===== src/rtl/multiword_add_sequencer.sv =====
// Purpose : adds two WIDTH*NUM_WORDS-bit operands with a single WIDTH-bit slice, one word per cycle.
// Latency : accept edge T -> out_valid from T+NUM_WORDS; one op per NUM_WORDS+2 cycles.
// Backpr. : in_ready low from accept until the result is taken; result held while out_ready=0.
//
// Ports: clk/rst_n (async active-low); in_valid/in_ready + a, b, cin operand stream;
//        out_valid/out_ready + sum, cout, ovf result stream; busy high in RUN or DONE.
// Build option: SEQ_SUBTRACT_EN adds a 'sub' input; sub=1 computes a - b (cout=1 -> no borrow).
module multiword_add_sequencer #(
    parameter int WIDTH     = 4,
    parameter int NUM_WORDS = 4
) (
    input  logic                         clk,
    input  logic                         rst_n,
    input  logic                         in_valid,
    output logic                         in_ready,
    input  logic [WIDTH*NUM_WORDS-1:0]   a,
    input  logic [WIDTH*NUM_WORDS-1:0]   b,
    input  logic                         cin,
`ifdef SEQ_SUBTRACT_EN
    input  logic                         sub,
`endif
    output logic                         out_valid,
    input  logic                         out_ready,
    output logic [WIDTH*NUM_WORDS-1:0]   sum,
    output logic                         cout,
    output logic                         ovf,
    output logic                         busy
);

    localparam int N    = WIDTH * NUM_WORDS;
    localparam int IDXW = (NUM_WORDS > 1) ? $clog2(NUM_WORDS) : 1;

    typedef enum logic [1:0] {
        IDLE = 2'd0,
        RUN  = 2'd1,
        DONE = 2'd2
    } state_t;

    state_t            state;
    logic [N-1:0]      a_q;
    logic [N-1:0]      b_q;     // already inverted for subtraction
    logic              carry;   // carry chained from word idx-1 into word idx
    logic [IDXW-1:0]   idx;

    logic [WIDTH-1:0]  a_w;
    logic [WIDTH-1:0]  b_w;
    logic [WIDTH:0]    slice;
    logic              msb_cin;
    logic              last;

    // The one shared slice: WIDTH+1-bit add so the carry is never dropped.
    always_comb begin
        a_w     = a_q[idx*WIDTH +: WIDTH];
        b_w     = b_q[idx*WIDTH +: WIDTH];
        slice   = {1'b0, a_w} + {1'b0, b_w} + {{WIDTH{1'b0}}, carry};
        // Carry into the MSB recovered from the MSB sum bit: s = a ^ b ^ cin.
        msb_cin = a_w[WIDTH-1] ^ b_w[WIDTH-1] ^ slice[WIDTH-1];
        last    = (idx == IDXW'(NUM_WORDS - 1));
    end

    always_ff @(posedge clk or negedge rst_n) begin
        if (!rst_n) begin
            state     <= IDLE;
            a_q       <= '0;
            b_q       <= '0;
            carry     <= 1'b0;
            idx       <= '0;
            in_ready  <= 1'b1;
            out_valid <= 1'b0;
            sum       <= '0;
            cout      <= 1'b0;
            ovf       <= 1'b0;
            busy      <= 1'b0;
        end else begin
            case (state)
                IDLE: begin
                    if (in_valid && in_ready) begin
                        a_q <= a;
`ifdef SEQ_SUBTRACT_EN
                        // a - b = a + ~b + 1; cin has no meaning for subtraction.
                        b_q   <= sub ? ~b : b;
                        carry <= sub ? 1'b1 : cin;
`else
                        b_q   <= b;
                        carry <= cin;
`endif
                        idx      <= '0;
                        in_ready <= 1'b0;
                        busy     <= 1'b1;
                        state    <= RUN;
                    end
                end
                RUN: begin
                    sum[idx*WIDTH +: WIDTH] <= slice[WIDTH-1:0];
                    carry                   <= slice[WIDTH];
                    if (last) begin
                        cout      <= slice[WIDTH];
                        ovf       <= msb_cin ^ slice[WIDTH];
                        out_valid <= 1'b1;
                        state     <= DONE;
                    end else begin
                        idx <= idx + IDXW'(1);
                    end
                end
                DONE: begin
                    // in_ready rises only after the handoff edge, so no new
                    // operand is taken in the same cycle the result leaves.
                    if (out_ready) begin
                        out_valid <= 1'b0;
                        busy      <= 1'b0;
                        in_ready  <= 1'b1;
                        state     <= IDLE;
                    end
                end
                default: begin
                    state <= IDLE;
                end
            endcase
        end
    end

endmodule


===== config.mk =====
export PLATFORM = sky130hd
export DESIGN_NAME = multiword_add_sequencer
export DESIGN_NICKNAME = d
export VERILOG_FILES = /design/src/rtl/multiword_add_sequencer.sv
export SDC_FILE = /design/constraint.sdc
export NUM_CORES = 1
export LEC_CHECK = 0
export ABC_AREA = 0
export CAP_MARGIN = 20
export CORE_AREA = 2 2 82 84
export CTS_BUF_LIST = sky130_fd_sc_hd__clkbuf_16
export CTS_CLUSTER_DIAMETER = 100
export CTS_CLUSTER_SIZE = 10
export DETAILED_ROUTE_END_ITERATION = 8
export DIE_AREA = 0 0 84 86
export PLACE_DENSITY = 0.76
export RECOVER_POWER = 50
export SYNTH_ARGS = -nofsm -noshare
export SYNTH_HDL_FRONTEND = slang
export SYNTH_SLANG_ARGS = --single-unit
export TNS_END_PERCENT = 20

===== constraint.sdc =====
create_clock -name clk -period 2.6 [get_ports clk]
set_clock_uncertainty 0.1 [all_clocks]
set_input_delay 0.78 -clock clk [delete_from_list [all_inputs] [get_ports clk]]
set_output_delay 0.78 -clock clk [all_outputs]
set_load 0.05 [all_outputs]

* Word level (Yosys, flattened, before mapping) *
Cells that the tools add are included.

word-level totals
  register bits = 58
  logic and storage cells = 59

operators by class
  equality and inequality tests = 7
  bitwise logic cells = 3
  shift-type cells = 4
  multiplexer cells = 18
  reductions and logical operators = 12
  $add $sub $neg = 4

operators with widths
  kind                                                                      number
  4-bit negator with 34-bit output                                          1
  4-bit by 34-bit variable shift with 16-bit output (first input constant)  1
  4-bit by 34-bit indexed part select with 16-bit output                    1
  16-bit by 5-bit indexed part select with 4-bit output                     2
  16-bit bitwise mux                                                        1
  3-bit AND reduction                                                       4
  2-bit 2-to-1 mux                                                          5
  2-bit != test (second input constant)                                     4
  1-bit case mux with 2 select lines                                        4
  1-bit 2-to-1 mux                                                          6
  2-bit case mux with 3 select lines                                        1
  2-bit AND reduction                                                       3
  2-bit nonzero test                                                        3
  4-bit by 4-bit adder with 5-bit output                                    1
  5-bit by 1-bit adder with 5-bit output                                    1
  2-bit == test (second input constant)                                     2
  2-bit case mux with 2 select lines                                        1
  1-bit XOR                                                                 3
  2-bit by 1-bit adder with 2-bit output (second input constant)            1
  2-bit by 1-bit == test with 1-bit output (second input constant)          1
  2-bit zero test                                                           1
  1-bit logical AND                                                         1

* Longest topological paths before layout *
Gate-level depths: netlist (run 1).

  depth after elaboration = 5
  depth in mapped cells = 8
  gate-level depth less buffers = 7

* Least setup slack after synthesis (run 1) *
Ideal clock, no wire load.

  kind = reg2reg
  start = reg idx[0]
  end = reg ovf
  setup slack = -0.294 ns
  arrival = 2.670 ns
  buffers on the path = 1
  required time = 2.377 ns
  stages on the path, launching flop included = 9
  cell sequence = dfrtp_1 > buf_4 > mux4_2 > fa_1 > fa_1 > a21o_1 > a21oi_1 > xnor2_1 > o21ai_1

on the way
  longest elaborated chain between the ends = 5
  elaborated cells on any way between the ends = 9
  classes of those cells = 2 x add/sub; 1 x eq/ne; 2 x shift; 3 x bitwise; 1 x reduce/logical

ends and longest elaborated chain
  item                                                                      line    source
  from (decl)                                                               43      logic [IDXW-1:0] idx;
  from (signal assigned)                                                    102     idx <= idx + IDXW'(1);
  16-bit by 5-bit indexed part select with 4-bit output (on tied branches)  53, 54
  4-bit by 4-bit adder with 5-bit output                                    55      slice = {1'b0, a_w} + {1'b0, b_w} + {{WIDTH{1'b0}}, carry};
  5-bit by 1-bit adder with 5-bit output                                    55
  1-bit XOR                                                                 57      msb_cin = a_w[WIDTH-1] ^ b_w[WIDTH-1] ^ slice[WIDTH-1];
  1-bit XOR                                                                 98      ovf <= msb_cin ^ slice[WIDTH];
  to (signal assigned)                                                      98
  to (decl)                                                                 26      output logic ovf,

Several ways; a longest one is shown, not always the timed one.
A chain may end at the register's enable or synchronous reset.

* Final worst setup path (run 1) *
Ends and elaborated chain as after synthesis.

==> reports/results.md, run 1 <==
GRT
* **met3 track demand over resource** 5.10%
* **global-route usage over all layers** 16.4%
* **met2 Resource Use GR** 26.8%
* **met1 Use GR** 19.7%
* **vias in the first global route** 1792
* **largest net degree at the start of global routing** 36
* **gr busiest metal** met2
* **antenna violations before repair** 0
* **total global routing overflow** 0
* **global-route wire length before repair** 8800 µm

Clocking
* **clock tree from TritonCTS** done
* **H-tree levels** 3
* **total number of clock tree sinks** 58
* **clk_lat worst skew** 0.32 ns
* **clock tree root buffer cell** sky130_fd_sc_hd__clkbuf_16
* **CTS Buffer Depth** 2
* **number of buffers inserted by post-CTS setup repair** 0
* **number of gates given a new drive strength after cts** 0
* **count of hold buffers inserted by post-cts repair** 0
* **clock-pin transition on the worst setup and hold timing paths** 0.05 ns
* **Inserted Clock Buffers** 9

Detailed routing
* **drt total wl** 5300 µm
* **count of TritonRoute iterations in the first routing pass** 4
* **count of unresolved DRC violations after routing** 0
* **Iteration-0 DRC Markers** 52
* **average routed wire per standard cell** 16.0 µm
* **post-detailed-route via-to-cell ratio** 5.11
* **number of nets with antenna violations after detailed routing** 0
* **via count** 1691

Yosys
* **number of enable flip-flop cells after synthesis** 0
* **number of distinct library cells after synthesis** 36
* **synthesized netlist net count** 229
* **Post-Syn Instances** 181
* **Mapped Avg Cell Area** 15.5 µm²
* **part of the Yosys area used for sequential elements** 51.9%
* **post-synthesis register bit count** 58
* **commonest cells in the synthesized netlist** sky130_fd_sc_hd__dfrtp_1 (57), sky130_fd_sc_hd__mux2_4 (28), sky130_fd_sc_hd__a22o_1 (16), sky130_fd_sc_hd__ha_1 (9), sky130_fd_sc_hd__mux4_2 (8)
* **Synth Warn #** 0
* **largest cells by area after synthesis** sky130_fd_sc_hd__dfrtp_1 (51%), sky130_fd_sc_hd__mux2_4 (15%), sky130_fd_sc_hd__mux4_2 (6.4%)
* **cell type with the largest total area after synthesis** sky130_fd_sc_hd__dfrtp_1
* **FFs w/ async S/R, synth** 100%
* **Most used DFF post-synth** sky130_fd_sc_hd__dfrtp_1
* **Yosys top cell area share** 51.0%
* **most numerous cell in the Yosys netlist** sky130_fd_sc_hd__dfrtp_1
* **post-synthesis instance area** 2800 µm²

Floorplanning
* **core region area** 6280 µm²
* **height of the chip** 86 µm
* **number of cell rows** 29
* **Boundary Pins** 58
* **effective utilization at floorplan** 44.6%
* **Die Footprint** 7220 µm²
* **width of the chip** 84 µm

Worst setup path
* **Reg2Reg Capture Point** ovf
* **Worst Setup End Kind** flop
* **critical path capture point** ovf
* **minimum setup slack among reg-to-reg paths** 0.07 ns
* **critical path data required time** 2.70 ns
* **reg2reg start** idx[0]
* **worst r2r path cells** 7
* **highest fanout seen on the critical path** 5
* **Worst Setup Path Type** reg -> reg
* **crit path DAT** 2.63 ns
* **Worst Setup SP** idx[0]
* **sort of element at the start of the critical path** flop

Cells and area
* **non-filler cells in the finished layout** 331
* **final instance area** 3730 µm²
* **layout cell share with drive strength beyond 1** 29.5%
* **P&R area growth vs syn** 33.4%
* **nets@finish** 297
* **total of fill cells in the finished design** 483
* **number of inserted diodes** 0

Run status
* **status** finished clean

Timing
* **slew margin rel.** 13.4%
* **final setup slack of the worst path** 0.0717 ns
* **time the worst path needs with I/O delays and setup** 2.53 ns
* **count of pins over their slew limit** 0
* **Final Setup Violations** 0
* **timing-limited maximum frequency** 0.396 GHz
* **transition at the pin with the smallest max-transition slack** 1.30 ns
* **final number of hold-violating endpoints** 0
* **Setup Total Neg Slack** 0 ns
* **Period Utilization, post-route** 97.2%

Pwr
* **power per cell area** 1360 nW/µm²
* **leakage component of the power** 1.67 nW
* **worst supply voltage drop on vdd** 0.730 mV

Placement
* **Placed Area** 3490 µm²
* **total of buffers placed on input and output ports** 57
* **count of placed standard cells including taps** 315
* **final estimated routing congestion in global placement** 0.768
* **Post-Place Worst Slack** 0.113 ns
* **half-perimeter wire length after detailed placement** 4010 µm

Hold path
* **Hold Path Class** reg -> reg

Run
* **max-cap check violation count** 0

worst max-delay path, stage by stage, from the launching register on:
cell	delay (ns)
sky130_fd_sc_hd__dfrtp_2	0.43
sky130_fd_sc_hd__mux4_2	0.53
sky130_fd_sc_hd__fa_2	0.39
sky130_fd_sc_hd__fa_2	0.38
sky130_fd_sc_hd__a21o_1	0.20
sky130_fd_sc_hd__a21oi_2	0.17
sky130_fd_sc_hd__xnor2_1	0.13
sky130_fd_sc_hd__o21ai_1	0.07
stage by stage:
stage | hold WS [ns] | utilization, % | total power, W
after floorplan | 0.376 | - | 0.00337
after global placement | 0.389 | 55.6 | 0.00403
after detailed placement | 0.391 | 55.6 | 0.00407
after CTS | 0.351 | 59.6 | 0.00509
after global routing | 0.418 | 59.5 | 0.00538
final | 0.398 | 59.5 | 0.00506
flip-flops by register name, indices dropped and copies added (netlist names), 2 cells and up:
| name | cells |
|---|---|
| a_q | 16 |
| b_q | 16 |
| idx | 2 |
| state | 2 |
| sum | 16 |
layout make-up:
class / instances / area [µm²] / area share [%]
inverter: 7 / 26.3 / 0.704
tap: 77 / 96.3 / 2.58
sequential: 58 / 1450 / 38.9
clock buffer: 9 / 225 / 6.03
clock inverter: 7 / 28.8 / 0.771
multi-input combinational: 109 / 1260 / 33.8
timing repair buffer: 64 / 641 / 17.2
layer usage:
| metal | wire length (µm) | vias up |
|---|---|---|
| li1 | - | 808 |
| met1 | 2310 | 820 |
| met2 | 2590 | 51 |
| met3 | 273 | 12 |
| met4 | 126 | 0 |
| met5 | 0 | - |
worst min-delay path by stage:
stage          slack (ns)  endpoint  startpoint  depth (start not counted)
2_1_floorplan        0.38    a_q[0]       rst_n                          0
3_3_place_gp         0.39    sum[2]      sum[2]                          2
3_5_place_dp         0.39    sum[8]      sum[8]                          1
4_1_cts              0.35    sum[0]       rst_n                          1
5_1_grt              0.42   sum[14]     sum[14]                          1
6_report             0.40      cout        cout                          2
cell families after synthesis:
| kind of cell | after synthesis | share of synthesized area [%] |
|---|---|---|
| compound gates | 30 | 7.91 |
| xor+xnor | 3 | 0.939 |
| fa+ha+maj | 11 | 5.45 |
| buf+inv | 14 | 3.49 |
| flops | 58 | 51.9 |
| mux | 43 | 24.2 |
| simple gates | 22 | 6.12 |
placed cells by master, fill, tap and decap left out, drive strengths merged, types with 3 or more instances in the layout:
cell            n
a21oi           5
inv             9
mux2           33
buf             7
dfrtp          57
o21ai           6
clkbuf         11
clkdlybuf4s50  53
nor2            3
ha              9
a22o           16
mux4            8
clkinv          5
nand2           9
where the power goes:
| group | switching, W | internal (W) | leakage (nW) |
|---|---|---|---|
| logic | 0.00131 | 0.00123 | 0.797 |
| registers | 0.000260 | 0.00128 | 0.743 |
| clock network | 0.000365 | 0.000620 | 0.134 |
| total | 0.00193 | 0.00313 | 1.67 |
(Power assumes the default switching activity.)
==> run 2, diff against run 1 <==
--- a/config.mk
+++ b/config.mk
@@ -15,6 +15,7 @@
 export DIE_AREA = 0 0 84 86
 export PLACE_DENSITY = 0.76
 export RECOVER_POWER = 50
+export SKIP_CTS_REPAIR_TIMING = 1
 export SYNTH_ARGS = -nofsm -noshare
 export SYNTH_HDL_FRONTEND = slang
 export SYNTH_SLANG_ARGS = --single-unit
==> results of run 2 <==
The final DEF is identical to that of run 1; final timing and power are the same.
